$ cat src/rtl/metronome_pkg.sv
`default_nettype none
// ============================================================================
// Module   : metronome_pkg
// Brief    : Shared widths, state encodings and period helper for the tempo path.
// Revision : 1.0 - initial release
// ============================================================================
package metronome_pkg;

  localparam int BPM_W = 9;
  localparam int CNT_W = 34;

  typedef enum logic [0:0] {
    STOPPED = 1'b0,
    RUNNING = 1'b1
  } beat_state_t;

  typedef enum logic [0:0] {
    IDLE = 1'b0,
    BUSY = 1'b1
  } div_state_t;

  // Beat period in clock cycles for a given tempo (floor).
  function automatic logic [CNT_W-1:0] calc_period(input longint unsigned clk_hz,
                                                   input longint unsigned bpm);
    return CNT_W'((clk_hz * 64'd60) / bpm);
  endfunction

endpackage
`default_nettype wire

$ cat src/rtl/period_divider.sv
`default_nettype none
// ============================================================================
// Module   : period_divider
// Brief    : Restoring serial divider, one quotient bit per clock cycle.
// Revision : 1.0 - initial release
// ============================================================================
module period_divider
  import metronome_pkg::*;
(
  input  logic             i_clk,
  input  logic             i_reset,
  input  logic             start,
  input  logic [CNT_W-1:0] dividend,
  input  logic [CNT_W-1:0] divisor,
  output logic             busy,
  output logic             done,
  output logic [CNT_W-1:0] quotient
);

  localparam logic [5:0] c_last_iter = 6'(CNT_W - 1);

  div_state_t       r_state;
  div_state_t       w_state_next;
  logic [CNT_W-1:0] r_rem;
  logic [CNT_W-1:0] r_quo;
  logic [CNT_W-1:0] r_divisor;
  logic [CNT_W-1:0] r_result;
  logic [5:0]       r_iter;
  logic             r_done;

  logic [CNT_W:0]   w_shift;
  logic             w_fits;
  logic [CNT_W-1:0] w_diff;
  logic [CNT_W-1:0] w_rem_next;
  logic [CNT_W-1:0] w_quo_next;
  logic             w_last;

  // The remainder is always below the divisor, so the difference fits in CNT_W bits.
  assign w_shift    = {r_rem, r_quo[CNT_W-1]};
  assign w_fits     = (w_shift >= {1'b0, r_divisor});
  assign w_diff     = w_shift[CNT_W-1:0] - r_divisor;
  assign w_rem_next = w_fits ? w_diff : w_shift[CNT_W-1:0];
  assign w_quo_next = {r_quo[CNT_W-2:0], w_fits};
  assign w_last     = (r_iter == c_last_iter);

  always_ff @(posedge i_clk or negedge i_reset) begin
    if (!i_reset) begin
      r_state <= IDLE;
    end else begin
      r_state <= w_state_next;
    end
  end

  always_comb begin
    w_state_next = r_state;
    case (r_state)
      IDLE:    if (start)  w_state_next = BUSY;
      BUSY:    if (w_last) w_state_next = IDLE;
      default: w_state_next = IDLE;
    endcase
  end

  always_ff @(posedge i_clk or negedge i_reset) begin
    if (!i_reset) begin
      r_rem     <= '0;
      r_quo     <= '0;
      r_divisor <= '0;
      r_result  <= '0;
      r_iter    <= '0;
      r_done    <= 1'b0;
    end else begin
      r_done <= 1'b0;
      if (r_state == IDLE) begin
        if (start) begin
          r_rem     <= '0;
          r_quo     <= dividend;
          r_divisor <= divisor;
          r_iter    <= '0;
        end
      end else begin
        r_rem  <= w_rem_next;
        r_quo  <= w_quo_next;
        r_iter <= r_iter + 6'd1;
        if (w_last) begin
          r_done   <= 1'b1;
          r_result <= w_quo_next;
        end
      end
    end
  end

  assign busy     = (r_state == BUSY);
  assign done     = r_done;
  assign quotient = r_result;

endmodule
`default_nettype wire

$ cat src/rtl/metronome_beat_gen.sv
`default_nettype none
// ============================================================================
// Module   : metronome_beat_gen
// Brief    : Tempo register, period computation and beat pulse / counter.
// Revision : 1.0 - initial release
// ============================================================================
module metronome_beat_gen
  import metronome_pkg::*;
#(
  parameter int unsigned CLK_HZ      = 50_000_000,
  parameter int unsigned BPM_MIN     = 30,
  parameter int unsigned BPM_MAX     = 300,
  parameter int unsigned BPM_DEFAULT = 120
) (
  input  logic             i_clk,
  input  logic             i_reset,
  input  logic             i_bpm_up,
  input  logic             i_bpm_down,
  input  logic             i_start_stop,
  output logic             o_trigger,
  output logic [CNT_W-1:0] o_bpm_counter,
  output logic [BPM_W-1:0] o_bpm,
  output logic             o_running
);

  localparam logic [CNT_W-1:0] c_dividend     = CNT_W'(64'(CLK_HZ) * 64'd60);
  localparam logic [CNT_W-1:0] c_reset_period = calc_period(64'(CLK_HZ), 64'(BPM_DEFAULT));
  localparam logic [BPM_W-1:0] c_bpm_min      = BPM_W'(BPM_MIN);
  localparam logic [BPM_W-1:0] c_bpm_max      = BPM_W'(BPM_MAX);
  localparam logic [BPM_W-1:0] c_bpm_default  = BPM_W'(BPM_DEFAULT);

  logic [BPM_W-1:0] r_bpm;
  logic             r_pending;
  logic [CNT_W-1:0] r_next_period;
  logic             r_next_valid;
  logic [CNT_W-1:0] r_period;
  logic [CNT_W-1:0] r_count;
  logic             r_trigger;
  beat_state_t      r_state;

  logic             w_up_req;
  logic             w_down_req;
  logic             w_bpm_changed;
  logic [BPM_W-1:0] w_bpm_next;
  logic             w_div_start;
  logic             w_div_busy;
  logic             w_div_done;
  logic [CNT_W-1:0] w_div_quotient;
  logic             w_div_accept;

  beat_state_t      w_state_next;
  logic [CNT_W-1:0] w_count_next;
  logic             w_trigger_next;
  logic             w_wrap;
  logic             w_take_next;

  // Saturated or conflicting requests leave the tempo untouched and start nothing.
  assign w_up_req      = i_bpm_up & ~i_bpm_down & (r_bpm != c_bpm_max);
  assign w_down_req    = i_bpm_down & ~i_bpm_up & (r_bpm != c_bpm_min);
  assign w_bpm_changed = w_up_req | w_down_req;
  assign w_bpm_next    = w_up_req   ? r_bpm + BPM_W'(1) :
                         w_down_req ? r_bpm - BPM_W'(1) : r_bpm;

  assign w_div_start  = r_pending & ~w_div_busy;
  // A quotient that finishes while a newer tempo is pending is stale.
  assign w_div_accept = w_div_done & ~r_pending;

  period_divider u_period_divider (
    .i_clk    (i_clk),
    .i_reset  (i_reset),
    .start    (w_div_start),
    .dividend (c_dividend),
    .divisor  ({{(CNT_W-BPM_W){1'b0}}, r_bpm}),
    .busy     (w_div_busy),
    .done     (w_div_done),
    .quotient (w_div_quotient)
  );

  always_ff @(posedge i_clk or negedge i_reset) begin
    if (!i_reset) begin
      r_bpm     <= c_bpm_default;
      r_pending <= 1'b0;
    end else begin
      r_bpm     <= w_bpm_next;
      r_pending <= w_bpm_changed | (r_pending & ~w_div_start);
    end
  end

  always_ff @(posedge i_clk or negedge i_reset) begin
    if (!i_reset) begin
      r_state <= STOPPED;
    end else begin
      r_state <= w_state_next;
    end
  end

  always_comb begin
    w_state_next   = r_state;
    w_count_next   = '0;
    w_trigger_next = 1'b0;
    w_wrap         = 1'b0;
    case (r_state)
      STOPPED: begin
        if (i_start_stop) begin
          w_state_next   = RUNNING;
          w_trigger_next = 1'b1;
        end
      end
      RUNNING: begin
        // A stop request outranks a beat that would fall in the same cycle.
        if (i_start_stop) begin
          w_state_next = STOPPED;
        end else if (r_count == r_period - CNT_W'(1)) begin
          w_wrap         = 1'b1;
          w_trigger_next = 1'b1;
        end else begin
          w_count_next = r_count + CNT_W'(1);
        end
      end
      default: w_state_next = STOPPED;
    endcase
  end

  // New periods land only between beats so each interval is uniform.
  assign w_take_next = r_next_valid & ((r_state == STOPPED) | w_wrap);

  always_ff @(posedge i_clk or negedge i_reset) begin
    if (!i_reset) begin
      r_count       <= '0;
      r_trigger     <= 1'b0;
      r_period      <= c_reset_period;
      r_next_period <= '0;
      r_next_valid  <= 1'b0;
    end else begin
      r_count   <= w_count_next;
      r_trigger <= w_trigger_next;
      if (w_take_next) begin
        r_period     <= r_next_period;
        r_next_valid <= 1'b0;
      end
      if (w_div_accept) begin
        r_next_period <= w_div_quotient;
        r_next_valid  <= 1'b1;
      end
    end
  end

  assign o_trigger     = r_trigger;
  assign o_bpm_counter = r_count;
  assign o_bpm         = r_bpm;
  assign o_running     = (r_state == RUNNING);

endmodule
`default_nettype wire

$ cat config.mk
export PLATFORM = sky130hd
export DESIGN_NAME = metronome_beat_gen
export DESIGN_NICKNAME = d
export VERILOG_FILES = /design/src/rtl/metronome_pkg.sv /design/src/rtl/period_divider.sv /design/src/rtl/metronome_beat_gen.sv
export SDC_FILE = /design/constraint.sdc
export NUM_CORES = 1
export LEC_CHECK = 0
export ABC_AREA = 1
export BUFFER_PORTS_ARGS = -buffer_cell sky130_fd_sc_hd__buf_2
export CAP_MARGIN = 20
export CORE_ASPECT_RATIO = 0.5
export CORE_UTILIZATION = 47
export DETAILED_ROUTE_END_ITERATION = 10
export GPL_ROUTABILITY_DRIVEN = 1
export PLACE_DENSITY_LB_ADDON = 0.08
export RECOVER_POWER = 50
export SETUP_SLACK_MARGIN = 0.2
export SYNTH_ARGS = -nofsm -noshare
export SYNTH_HDL_FRONTEND = slang
export SYNTH_SLANG_ARGS = --single-unit
$ cat constraint.sdc
create_clock -name i_clk -period 10.2 [get_ports i_clk]
set_clock_uncertainty 0.2 [all_clocks]
set_input_delay 0.51 -clock i_clk [delete_from_list [all_inputs] [get_ports i_clk]]
set_output_delay 0.51 -clock i_clk [all_outputs]
set_load 0.1 [all_outputs]
==> insert_results.sql <==
INSERT INTO impl_metrics (metric_group, metric, value, unit) VALUES
('routing', 'drt-vias-per-instance', '5.17', ''),
('yosys', 'synth.distinct_cells', '46', ''),
('routing', 'number_of_drc_violations_after_detailed_routing_iteration_0', '743', ''),
('timing', 'fin_setup_tns', '0', 'ns'),
('timing', 'final.min_clock_period', '4.97', 'ns'),
('finish', 'number_of_filler_instances_in_the_final_layout', '2446', ''),
('setup_path', 'worst_setup_path_end_kind', 'asynchronous set/reset pin', ''),
('pwr', 'clockPowerShare', '32.0', '%'),
('job', 'drv.max_cap_violation_count', '5', ''),
('setup_path', 'crit_path_max_fanout', '83', ''),
('setup_path', 'path_depth', '3', ''),
('finish', 'final_cell_area', '0.0139', 'sq mm'),
('finish', 'synthesis_to_finish_area_growth', '11.6', '%'),
('setup_path', 'timing.critical_path.from_type', 'input port', ''),
('die', 'floorplan.die_area', '0.0272', 'sq mm'),
('timing', 'setup_viol_count_final', '0', ''),
('worst_hold_path', 'hold_end', 'o_running$_DFF_PN0_', ''),
('clock_tree', 'tritoncts_clock_tree', 'done', ''),
('setup_path', 'criticalPathCategory', 'input port to asynchronous set/reset pin', ''),
('timing', 'achievable-frequency', '201', 'MHz'),
('clock_tree', 'clk_transition_reported_paths', '0.07', 'ns'),
('die', 'area_of_the_placeable_core', '0.0256', 'sq mm'),
('place', 'place_congestion', '0.913', ''),
('routing', 'total_wirelength_of_the_detailed_routed_design', '28.9', 'mm'),
('routing', 'antenna_left', '0', ''),
('pwr', 'total_switching_power', '0.00108', 'W'),
('pwr', 'powerDensity', '218', 'mW/mm^2'),
('timing', 'drv_slew', '260', ''),
('global_route', 'antenna_found_initial', '0', ''),
('routing', 'detailedRoute.firstPassIterationCount', '5', ''),
('pwr', 'power.share.sequential', '38.0', '%'),
('global_route', 'overflow_left_after_global_routing', '0', ''),
('global_route', 'wire_length_of_the_first_global_routing_pass', '48.8', 'mm'),
('setup_path', 'timing.critical_path.max_delay_family', 'buffers and inverters', ''),
('outcome', 'failing_checks', 'max-capacitance violations, max-slew violations', ''),
('worst_hold_path', 'whs_path_depth', '3', ''),
('die', 'io-pin-count', '50', ''),
('clock_tree', 'cts-root-buf', 'clkbuf_16', ''),
('setup_path', 'r2r-start', 'u_period_divider.busy$_DFF_PN0_', ''),
('global_route', 'grt_start_max_net_pins', '84', ''),
('setup_path', 'worstRegToRegCells', '6', ''),
('yosys', 'netlist_instances', '1545', ''),
('setup_path', 'r2r_setup_slack', '6.07', 'ns'),
('yosys', 'yosysWarningCount', '0', ''),
('clock_tree', 'tritoncts.num_buffers', '22', ''),
('clock_tree', 'ctsLongestPathBuffers', '3', ''),
('finish', 'insertedDiodeCount', '0', ''),
('outcome', 'status', 'finished with violations', ''),
('timing', 'measured_slew_at_the_worst_slew_check_pin', '4.48', 'ns'),
('setup_path', 'timing.critical_path.required', '10.55', 'ns'),
('pwr', 'switching_share', '35.6', '%'),
('global_route', 'grt_pass1_vias', '9608', ''),
('setup_path', 'cp.buffers_inverters', '3', ''),
('worst_hold_path', 'hold_start', 'i_start_stop', ''),
('timing', 'count_of_final_hold_check_violations', '0', ''),
('setup_path', 'arrival_worst_endpoint', '5.32', 'ns'),
('die', 'floorplan.rows', '41', ''),
('timing', 'fin_crit_sh', '48.7', '%'),
('routing', 'vias', '10057', ''),
('clock_tree', 'worstSkewPairLatency', '0.53', 'ns'),
('setup_path', 'cp_slowest_cell', 'clkbuf_1', ''),
('pwr', 'total_leakage_power', '7.12', 'nW'),
('yosys', 'syn_area', '0.0124', 'sq mm'),
('timing', 'unrepaired_setup_endpoints_after_global_routing', 'false', ''),
('place', 'detailed_place_hpwl', '20.1', 'mm'),
('clock_tree', 'clock_tree.htree_level_count', '1', ''),
('global_route', 'grt_util_all_layers', '22.3', '%'),
('setup_path', 'rr_endpoint', 'u_period_divider.r_rem[26]$_DFFE_PN0P_', ''),
('finish', 'drive_gt1_share', '10.3', '%'),
('clock_tree', 'ctsResizeCount', '0', ''),
('pwr', 'peakVddDrop', '0.191', 'mV');
## worst max-delay path by stage
stage | start | to
after detailed placement | o_bpm[3]$_DFFE_PN1P_ | o_bpm[7]$_DFFE_PN0P_
after global routing | i_reset | r_next_period[23]$_DFFE_PN0P_
final | i_reset | u_period_divider.r_quo[26]$_DFFE_PN0P_
after CTS | o_bpm[3]$_DFFE_PN1P_ | o_bpm[7]$_DFFE_PN0P_
after global placement | o_bpm[3]$_DFFE_PN1P_ | o_bpm[7]$_DFFE_PN0P_
after floorplan | o_bpm[2]$_DFFE_PN0P_ | o_bpm[8]$_DFFE_PN0P_
## cell usage in the layout, fill, tap and decap left out, types with 27 or more instances in the layout
master   instances
nand2_1        353
dfrtp_1        218
nor2_1         196
inv_1          188
nand3_1        102
o21ai_0         97
xor2_1          53
buf_2           45
nor3_1          33
mux2_2          33
a21oi_1         31
o22ai_1         27
## sequential cells by signal (all words and copies together), names as in the netlist
signal,flops
o_bpm_counter,34
r_next_period,34
r_period,34
u_period_divider.quotient,34
u_period_divider.r_quo,34
u_period_divider.r_rem,34
o_bpm,9
u_period_divider.r_divisor,9
u_period_divider.r_iter,6
o_running,1
o_trigger,1
r_next_valid,1
r_pending,1
u_period_divider.busy,1
u_period_divider.done,1
## metrics by stage
step           total power (W)  std cells  setup slack, ns
5_1_grt                0.00324       1947             4.23
3_5_place_dp           0.00207       1904             6.48
4_1_cts                0.00306       1945             6.47
3_3_place_gp           0.00205       1904             6.64
6_report               0.00303       1947             5.23
2_1_floorplan          0.00187       1545             6.14
## synthesized netlist by cell type, drive strengths merged
cell type | n | area share, %
nand4 | 26 | 1.3
fa | 2 | 0.32
nor3 | 33 | 1.3
clkinv | 1 | 0.030
mux2 | 33 | 3.0
o21bai | 3 | 0.18
clkbuf | 30 | 0.91
dfrtp | 218 | 44
nor2 | 210 | 6.8
buf | 15 | 0.79
inv | 188 | 5.7
a22oi | 12 | 0.72
xnor2 | 19 | 1.3
nor4b | 2 | 0.14
o31ai | 2 | 0.12
dfstp | 16 | 3.4
a21oi | 31 | 1.2
o32ai | 1 | 0.070
and2 | 3 | 0.15
o41ai | 1 | 0.070
nand2b | 1 | 0.050
nor4 | 6 | 0.30
a31o | 1 | 0.070
a21o | 2 | 0.12
nor3b | 6 | 0.36
nand2 | 359 | 11
ha | 20 | 2.0
nand3b | 10 | 0.60
o21ai | 99 | 4.0
or2 | 3 | 0.15
o22ai | 27 | 1.4
o211ai | 1 | 0.060
xor2 | 53 | 3.7
a32o | 3 | 0.24
a31oi | 4 | 0.20
nand3 | 104 | 4.2
## power groups by stage
stage	clock [W]	combinational, W	sequential, W
floorplan	0	0.000590	0.00128
global placement	0	0.000888	0.00116
detailed placement	0	0.000901	0.00117
CTS	0.000996	0.000908	0.00115
global route	0.00103	0.00104	0.00117
finish	0.000971	0.000907	0.00115
## area by class of cell
type / count / area (sq um) / area share (%)
timing repair buffer: 63 / 369 / 2.66
sequential: 234 / 5880 / 42.3
clock inverter: 12 / 249 / 1.79
multi-input combinational: 1077 / 5650 / 40.7
inverter: 189 / 709 / 5.11
tap: 344 / 430 / 3.10
clock buffer: 28 / 603 / 4.34
## kinds of logic after synthesis
logic type,after synthesis,synth area share [%]
AOI/OAI and AO/OA,187,8.45
xor gates and xnor gates,72,5.07
buffers and inverters,234,7.41
DFF,234,47.3
and+or+nand+nor,763,26.5
muxes,33,2.99
adders and majority gates,22,2.33
## per-layer routing
metal / track usage, % / up-vias / share of wire (%)
li1: - / 5092 / -
met1: 32.5 / 4758 / 51
met2: 35.2 / 176 / 44
met3: 3.42 / 31 / 3.7
met4: 4.78 / 0 / 1.6
met5: 0 / - / 0
## worst register-to-register path, stage by stage, from the launching register on
cell and delay (ns):
dfrtp_1 0.38, clkbuf_1 0.77, nor2_2 0.30, clkbuf_1 1.22
inv_1 0.54, buf_4 0.41, o21ai_0 0.22
## repair_timing
item                      CTS  global route
buffers inserted            0             0
hold endpoints to repair   69             0
hold buffers                1             0
No activity file was read; power rests on OpenSTA's default activity.
